### config.mk
export PLATFORM = sky130hd
export DESIGN_NAME = board_controller
export DESIGN_NICKNAME = d
export VERILOG_FILES = /design/src/rtl/chess_pkg.sv /design/src/rtl/btn_edge.sv /design/src/rtl/board_controller.sv
export SDC_FILE = /design/constraint.sdc
export NUM_CORES = 1
export LEC_CHECK = 0
export CAP_MARGIN = 20
export CORE_MARGIN = 4
export CORE_UTILIZATION = 53
export DETAILED_ROUTE_END_ITERATION = 7
export PLACE_DENSITY = 0.79
export SLEW_MARGIN = 20
export SYNTH_ARGS = -nofsm -noshare
export SYNTH_HDL_FRONTEND = slang
export SYNTH_SLANG_ARGS = --single-unit
### constraint.sdc
create_clock -name CLK -period 3.5 [get_ports CLK]
set_input_delay 0.875 -clock CLK [delete_from_list [all_inputs] [get_ports CLK]]
set_output_delay 0.875 -clock CLK [all_outputs]
set_load 0.1 [all_outputs]
### src/rtl/chess_pkg.sv
// Shared chess encodings: piece codes, colours, start position,
// controller FSM states and the board nibble-index helper.
package chess_pkg;

   localparam logic [2:0] P_NONE   = 3'b000;
   localparam logic [2:0] P_PAWN   = 3'b001;
   localparam logic [2:0] P_KNIGHT = 3'b010;
   localparam logic [2:0] P_BISHOP = 3'b011;
   localparam logic [2:0] P_ROOK   = 3'b100;
   localparam logic [2:0] P_QUEEN  = 3'b101;
   localparam logic [2:0] P_KING   = 3'b110;

   localparam logic C_WHITE = 1'b0;
   localparam logic C_BLACK = 1'b1;

   // Square 0 is the rightmost hex digit; rows 7..0 left to right.
   localparam logic [255:0] INIT_BOARD = {
      32'h42365324, 32'h11111111,
      32'h00000000, 32'h00000000,
      32'h00000000, 32'h00000000,
      32'h99999999, 32'hCABEDBAC
   };

   localparam logic [5:0] CURSOR_RST = 6'b110_100;

   localparam int B_UP     = 0;
   localparam int B_DOWN   = 1;
   localparam int B_LEFT   = 2;
   localparam int B_RIGHT  = 3;
   localparam int B_CENTER = 4;

   typedef enum logic [1:0] {
      S_IDLE   = 2'd0,
      S_SEL    = 2'd1,
      S_COMMIT = 2'd2
   } state_t;

   function automatic int nib_lsb(input int idx);
      return idx * 4;
   endfunction

endpackage

### src/rtl/btn_edge.sv
// Rising-edge detector for the five debounced buttons.
// The history register updates every cycle, whatever the FSM does.
module btn_edge (
   input  logic       clk,
   input  logic       rst_n,
   input  logic [4:0] btn_i,
   output logic [4:0] rise_o
);

   logic [4:0] hist_q;
   logic [4:0] hist_d;

   always_comb begin
      hist_d = btn_i;
   end

   always_ff @(posedge clk or negedge rst_n) begin
      if (!rst_n) begin
         hist_q <= '0;
      end else begin
         hist_q <= hist_d;
      end
   end

   assign rise_o = btn_i & ~hist_q;

endmodule

### src/rtl/board_controller.sv
// Holds the board, moves the cursor and runs select/commit.
// Every output comes straight from a register.
module board_controller
   import chess_pkg::*;
(
   input  logic         CLK,
   input  logic         RESET,
   input  logic         BTN_UP,
   input  logic         BTN_DOWN,
   input  logic         BTN_LEFT,
   input  logic         BTN_RIGHT,
   input  logic         BTN_CENTER,
   output logic [255:0] BOARD,
   output logic [5:0]   CURSOR_ADDR,
   output logic [5:0]   SELECT_ADDR,
   output logic         SELECT_EN,
   output logic         TURN,
   output logic         MOVE_DONE,
   output logic [3:0]   CAPTURED
);

   logic [4:0] rise;
   logic [3:0] board_q [64];
   logic [3:0] board_d [64];
   logic [5:0] cursor_q, cursor_d;
   logic [5:0] sel_addr_q, sel_addr_d;
   logic       sel_en_q, sel_en_d;
   logic       turn_q, turn_d;
   logic       move_done_q, move_done_d;
   logic [3:0] captured_q, captured_d;
   state_t     state_q, state_d;
   logic [3:0] cur_pc;
   logic       own_pc;

   btn_edge u_edge (
      .clk    (CLK),
      .rst_n  (RESET),
      .btn_i  ({BTN_CENTER, BTN_RIGHT, BTN_LEFT, BTN_DOWN, BTN_UP}),
      .rise_o (rise)
   );

   assign cur_pc = board_q[cursor_q];
   assign own_pc = (cur_pc[2:0] != P_NONE) && (cur_pc[3] == turn_q);

   always_comb begin
      board_d     = board_q;
      cursor_d    = cursor_q;
      sel_addr_d  = sel_addr_q;
      sel_en_d    = sel_en_q;
      turn_d      = turn_q;
      move_done_d = 1'b0;
      captured_d  = captured_q;
      state_d     = state_q;
      unique case (state_q)
         S_IDLE, S_SEL: begin
            if (rise[B_CENTER]) begin
               if (state_q == S_IDLE) begin
                  if (own_pc) begin
                     sel_addr_d = cursor_q;
                     sel_en_d   = 1'b1;
                     state_d    = S_SEL;
                  end
               end else if (cursor_q == sel_addr_q) begin
                  sel_en_d = 1'b0;
                  state_d  = S_IDLE;
               end else if (own_pc) begin
                  sel_addr_d = cursor_q;
               end else begin
                  state_d = S_COMMIT;
               end
            end else if (rise[B_UP]) begin
               if (cursor_q[5:3] != 3'd0)
                  cursor_d[5:3] = cursor_q[5:3] - 3'd1;
            end else if (rise[B_DOWN]) begin
               if (cursor_q[5:3] != 3'd7)
                  cursor_d[5:3] = cursor_q[5:3] + 3'd1;
            end else if (rise[B_LEFT]) begin
               if (cursor_q[2:0] != 3'd0)
                  cursor_d[2:0] = cursor_q[2:0] - 3'd1;
            end else if (rise[B_RIGHT]) begin
               if (cursor_q[2:0] != 3'd7)
                  cursor_d[2:0] = cursor_q[2:0] + 3'd1;
            end
         end
         S_COMMIT: begin
            // Cursor is frozen here, so it is still the destination.
            board_d[cursor_q]   = board_q[sel_addr_q];
            board_d[sel_addr_q] = 4'd0;
            captured_d          = cur_pc;
            sel_en_d            = 1'b0;
            turn_d              = ~turn_q;
            move_done_d         = 1'b1;
            state_d             = S_IDLE;
         end
         default: state_d = S_IDLE;
      endcase
   end

   always_ff @(posedge CLK or negedge RESET) begin
      if (!RESET) begin
         for (int i = 0; i < 64; i++)
            board_q[i] <= INIT_BOARD[nib_lsb(i) +: 4];
         cursor_q    <= CURSOR_RST;
         sel_addr_q  <= '0;
         sel_en_q    <= 1'b0;
         turn_q      <= 1'b0;
         move_done_q <= 1'b0;
         captured_q  <= '0;
         state_q     <= S_IDLE;
      end else begin
         board_q     <= board_d;
         cursor_q    <= cursor_d;
         sel_addr_q  <= sel_addr_d;
         sel_en_q    <= sel_en_d;
         turn_q      <= turn_d;
         move_done_q <= move_done_d;
         captured_q  <= captured_d;
         state_q     <= state_d;
      end
   end

   for (genvar g = 0; g < 64; g++) begin : g_flat
      assign BOARD[nib_lsb(g) +: 4] = board_q[g];
   end

   assign CURSOR_ADDR = cursor_q;
   assign SELECT_ADDR = sel_addr_q;
   assign SELECT_EN   = sel_en_q;
   assign TURN        = turn_q;
   assign MOVE_DONE   = move_done_q;
   assign CAPTURED    = captured_q;

endmodule

Yosys cells after proc, flatten, opt, wreduce, memory -nomap -nowiden. Index checks and enable logic that the tools add are counted.

Bits of input ports: 7. Output and inout bits: 275. Flip-flop bits (word level): 282. Logic and storage cells: 156.

Bitwise operators: 10. Add/sub/neg operators: 4. Muxes and demuxes: 34. Eq/ne operators: 13. $lt $le $gt $ge: 4. Reduce and logical (&&, ||, !) cells: 18.

Operators with widths (count): $and 256x256->256 (1); $bwmux 256 (1); $not 256->256 (1); $bmux 4 s6 (2); $demux 4 s6 (2); $mux 3 (8); $mux 4 (6); $mux 6 (3); $ge 7x7->1 const B (2); $lt 7x1->1 const B (2); $not 6->7 (2); $mux 2 (6); $ne 3x3->1 const B (4); $reduce_bool 2->1 (5); $reduce_bool 3->1 (3); $reduce_and 7->1 (1); $add 3x1->3 const B (2); $eq 6x6->1 (1); $reduce_and 3->1 (2); $sub 3x1->3 const B (2); $and 5x5->5 (1); $mux 1 (5); $not 5->5 (1); $reduce_and 5->1 (1); other kinds (12) (19).

Longest topological paths before layout.
Depth after elaboration: 11. Depth in mapped cells: 14. Mapped depth without buffers: 8.

Cells and area by module. Synthesis repeated with hierarchy kept, for this count alone.

Cell total of the unflattened synthesis: 1644. Area total of the unflattened synthesis: 15735.1 µm².

By module, submodules not included: board_controller (cells an instance 1634, sequential area each 7005.5 µm², times used 1, area each 15541.2 µm²); btn_edge (cells an instance 10, sequential area each 125.1 µm², times used 1, area each 193.9 µm²).

Least setup slack after synthesis. OpenSTA, ideal clock, no wires.

Kind: register to register. From: register cursor_q[0], in the netlist CURSOR_ADDR[0]. To: register sel_addr_q[0], in the netlist SELECT_ADDR[0]. Cell stages (with the launch flop): 12. Setup slack: -0.077 ns. Arrival: 3.452 ns. Clock period less this slack: 3.577 ns. Buffers on the path: 4. Required time: 3.375 ns. Library setup time: 0.125 ns. Cells stage by stage: dfrtp_1 > buf_4 > buf_2 > buf_2 > mux4_2 > a22oi_1 > a21oi_1 > nor4_2 > nand3_2 > and4b_1 > buf_6 > mux2_4.

Cells in the longest elaborated chain, start to end: 9. Elaborated cells between the ends (all ways): 13. Classes of those cells: eq/ne: 3; mux: 6; bitwise: 1; reduce/logical: 3.

RTL lines: start, declared (RTL line board_controller.sv:25) `logic [5:0] cursor_q, cursor_d;`; start signal, assigned (RTL line board_controller.sv:112) `cursor_q <= cursor_d;`; $not 6->7 (not written as such) (RTL line board_controller.sv:42) `assign cur_pc = board_q[cursor_q];`; $bmux 4 s6 (RTL line board_controller.sv:42); $mux 4 (not written as such) (2 in series) (RTL line board_controller.sv:42); $reduce_bool 3->1 / $eq 1x1->1 (equally long branches) (RTL line board_controller.sv:43) `assign own_pc = (cur_pc[2:0] != P_NONE) && (cur_pc[3] == turn_q);`; $logic_and 1x1->1 (RTL line board_controller.sv:43); $mux 6 (RTL line board_controller.sv:58, board_controller.sv:66); $mux 6 (RTL line board_controller.sv:63) `end else if (cursor_q == sel_addr_q) begin`; $mux 6 (RTL line board_controller.sv:57) `if (state_q == S_IDLE) begin`; end signal, assigned (RTL line board_controller.sv:113) `sel_addr_q <= sel_addr_d;`; end, declared (RTL line board_controller.sv:26) `logic [5:0] sel_addr_q, sel_addr_d;`.

Several ways; a longest one is shown, not always the timed one. The select of a mux whose other input is x is not followed. A chain may end at the register's enable or synchronous reset.

Worst setup path in the final report.
From: register cursor_q[2], in the netlist CURSOR_ADDR[2]. To: register board_q, in the netlist BOARD[211].

Cells in the longest elaborated chain, start to end: 7. Elaborated cells between the ends (all ways): 8. Classes of those cells: order compare: 2; mux: 3; bitwise: 2; reduce/logical: 1.

RTL lines: $not 6->7 (not written as such) (*) (RTL line board_controller.sv:87) `board_d[cursor_q] = board_q[sel_addr_q];`; $ge 7x7->1 (not written as such) / $lt 7x1->1 (equally long branches) (RTL line board_controller.sv:87); $logic_and 1x1->1 (not written as such) (RTL line board_controller.sv:87); $mux 4 (not written as such) (RTL line board_controller.sv:87); $demux 4 s6 (*) (RTL line board_controller.sv:87); $bwmux 256 (*) (RTL line board_controller.sv:87); $and 256x256->256 (no line) (*); end signal, assigned by index (RTL line board_controller.sv:102) `board_q[i] <= INIT_BOARD[nib_lsb(i) +: 4];`; end signal, assigned (RTL line board_controller.sv:111) `board_q <= board_d;`; end, declared (RTL line board_controller.sv:23) `logic [3:0] board_q [64];`.

Mark *: on every way between the ends. The rest lies on a longest branch, timed or not.

==> impl_metrics.json <==
{
  "final_nets": 1974,
  "total_power_mw": 15.5,
  "drt_iter0_markers": 3200,
  "met1_length_um": 30200,
  "fp.coreArea_um2": 30600,
  "syn-cell-area_um2": 16400,
  "post-route-util_pct": 68.7,
  "grt_max_degree": 81,
  "status": "complete, but fails checks",
  "final_antenna_net_count": 0,
  "io_buffers": 281,
  "fp.dieH_um": 184,
  "cts_setup_buffers": 0,
  "worstHoldPathType": "in -> async",
  "area_growth_pct": 28.0,
  "clockPowerShare_pct": 22.6,
  "worstMarginPinSlew_ps": 1350,
  "peakVddDrop_v": 0.000504,
  "avgRoutedWirePerCell_um": 36.5,
  "cts_buffers": 29,
  "grt_pass1_vias": 17400,
  "synth-edff-count": 0,
  "hpwlAfterDp_um": 63000,
  "slew_viol_final": 0,
  "dieArea_um2": 33800,
  "fin_crit_ps": 3560,
  "place_area_um2": 19900,
  "final_area_um2": 21000,
  "gr-usage-all-layers_pct": 50.3,
  "synth_nets": 1649,
  "met3_length_um": 14900,
  "grt.overflow.total": 0,
  "cts-resized-gates": 0,
  "drive_gt1_share_pct": 32.6,
  "routed-wl-met2_um": 35100,
  "cts_hold_buf": 0,
  "firstDrtPassIters": 7,
  "cts_max_path_buffers": 3,
  "powerDensity_nw_per_um2": 736,
  "io_pins": 282,
  "crit_start": "CURSOR_ADDR[2]",
  "cts-root-buf": "clkbuf_16",
  "relSlewSlack_pct": 9.84,
  "fin_ws_ps": -60.1,
  "intPower_mw": 7.78,
  "cp.required_ps": 3970,
  "clk_latency_ps": 580,
  "max_freq_ghz": 0.281,
  "antenna_found_initial": 6,
  "seqPwrFrac_pct": 25.5,
  "h-tree-depth": 1,
  "max_cap_violations": 0,
  "crit_arrival_ps": 4030,
  "cts_tree": "built",
  "switching_share_pct": 49.7,
  "drt-vias-per-instance": 7.63,
  "worstSetupEndpointType": "flop",
  "syn_inst": 1640,
  "maxUsedRoutingLayer": "met5",
  "r2r-start": "CURSOR_ADDR[2]",
  "skew_ps": 24.8,
  "finalCritPeriodShare_pct": 102,
  "synth-seq-cells": 282,
  "violations": "negative setup slack",
  "place.gp.congestion": 1.11,
  "synth.yosys.warnings": 0,
  "pwr-share-comb_pct": 51.9,
  "grt_first_pass_wirelength_um": 124000,
  "vias": 18300,
  "drc": 0,
  "syn_area_per_cell_um2": 10.0,
  "seq_area_frac_synth_pct": 43.5,
  "rsz0062_at_grt": "false",
  "start_kind": "flop",
  "routed_wl_um": 87400,
  "start_util_pct": 53.6,
  "die_w_um": 184,
  "rows": 64,
  "cts.sinks": 282,
  "hold_viol": 0,
  "yosys_most_used_dff": "dfrtp_1",
  "switchingPower_mw": 7.69,
  "async_flop_share_pct": 100,
  "path_clk_slew_ps": 70,
  "crit_type": "reg -> reg",
  "finalSetupViolCount": 18,
  "synth_cell_type_count": 68,
  "p_leak_nw": 9.23,
  "critPathMaxFanout": 33
}
## kinds of logic (layout without fill, tap and decap cells)
group | Yosys count | after routing | synth area share [%]
compound gates | 588 | 588 | 26.0
simple gates | 483 | 483 | 14.2
flops | 282 | 282 | 43.5
buf+inv | 159 | 507 | 4.47
mux | 112 | 112 | 10.9
xor+xnor | 14 | 14 | 0.747
fa+ha+maj | 2 | 2 | 0.244
other cells | 0 | 9 | 0
## per-stage QoR
step,instances,hold slack (ps),worst slack (ps),TNS [ps]
finish,2393,303,-60.1,-567
global placement,2330,468,78.5,0
global route,2384,341,7.41,0
detailed placement,2330,477,77.1,0
floorplan,1640,450,25.4,0
CTS,2384,301,48.0,0
## cells in the mapped netlist, types with 8 or more instances
cell type / count / area, um^2
a31oi_1: 14 / 87.6
a22o_1: 193 / 1690
nand2b_1: 9 / 56.3
mux4_2: 49 / 1100
and3_1: 22 / 138
clkbuf_1: 74 / 278
o22ai_1: 60 / 375
dfstp_2: 59 / 1550
nor2_1: 63 / 236
and2_1: 37 / 231
buf_1: 20 / 75.1
mux2i_1: 32 / 320
buf_6: 8 / 90.1
a21oi_1: 61 / 305
o21ai_0: 109 / 546
nand2_1: 233 / 875
nor2b_1: 22 / 138
buf_2: 36 / 180
nor3_1: 22 / 110
a22oi_1: 59 / 443
mux2_2: 23 / 259
a221oi_1: 30 / 263
buf_4: 8 / 60.1
o31ai_1: 18 / 135
dfrtp_1: 223 / 5580
nand3_1: 24 / 120
xnor2_1: 10 / 87.6
and3b_1: 11 / 96.3
inv_1: 12 / 45.0
## state kept, by name (all words and copies together), names as in the netlist
signal,cells
BOARD,256
CAPTURED,4
CURSOR_ADDR,6
MOVE_DONE,1
SELECT_ADDR,6
SELECT_EN,1
TURN,1
state_q,2
u_edge.hist_q,5
## worst paths after layout
check / to / depth (start not counted) / slack (ps)
setup / recovery: BOARD[211] / 7 / -60
hold / removal: BOARD[161] / 1 / 300
setup reg to reg: BOARD[211] / 7 / -60
hold reg to reg: CAPTURED[1] / 2 / 500
max in group asynchronous: BOARD[43] / 2 / 2280
min in group CLK: CAPTURED[1] / 2 / 500
## worst max-delay path, stage by stage, from the launching register on
cell and delay [ps]:
dfstp_2 610, buf_12 240, nor2b_1 450, buf_4 240, nand2_1 740, nor2_1 590
o21ai_0 270, a22o_1 280
## cell usage in the layout (no fill, tap or decap), types with 14 or more instances in the layout
master | synthesis | final
nor2b_1 | 22 | 21
o31ai_1 | 18 | 18
a21oi_1 | 61 | 61
a221oi_1 | 30 | 30
dfstp_2 | 59 | 58
nor2_1 | 63 | 62
and2_1 | 37 | 37
clkbuf_16 | 0 | 29
nand2_1 | 233 | 233
dfrtp_1 | 223 | 217
and3_1 | 22 | 22
buf_4 | 8 | 410
mux2i_1 | 32 | 32
o22ai_1 | 60 | 60
buf_12 | 0 | 25
mux2_2 | 23 | 23
a22o_1 | 193 | 193
o21ai_0 | 109 | 109
nand3_1 | 24 | 24
mux4_2 | 49 | 49
nor3_1 | 22 | 21
a31oi_1 | 14 | 14
a22oi_1 | 59 | 59
## power groups by stage
stage | sequential [mW] | clock [mW] | combinational (mW)
after floorplan | 4.78 | 0 | 3.51
after global placement | 3.95 | 0 | 7.47
after detailed placement | 3.96 | 0 | 7.53
after CTS | 3.91 | 3.47 | 7.56
after global routing | 3.95 | 3.60 | 8.01
final | 3.95 | 3.49 | 8.03
## cell type report
cell class	count	area, um^2
antenna	9	22.5
clock buffer	40	827
clock inverter	14	233
fill	2355	9580
inverter	12	45.0
multi-input combinational	1199	8600
sequential	282	7140
tap	396	495
timing repair buffer	441	3640
## per-layer routing
layer / up-vias / track usage [%]
li1: 6933 / -
met1: 8882 / 65.0
met2: 1951 / 69.2
met3: 489 / 23.1
met4: 2 / 29.4
met5: - / 0
(Power assumes the default switching activity.)
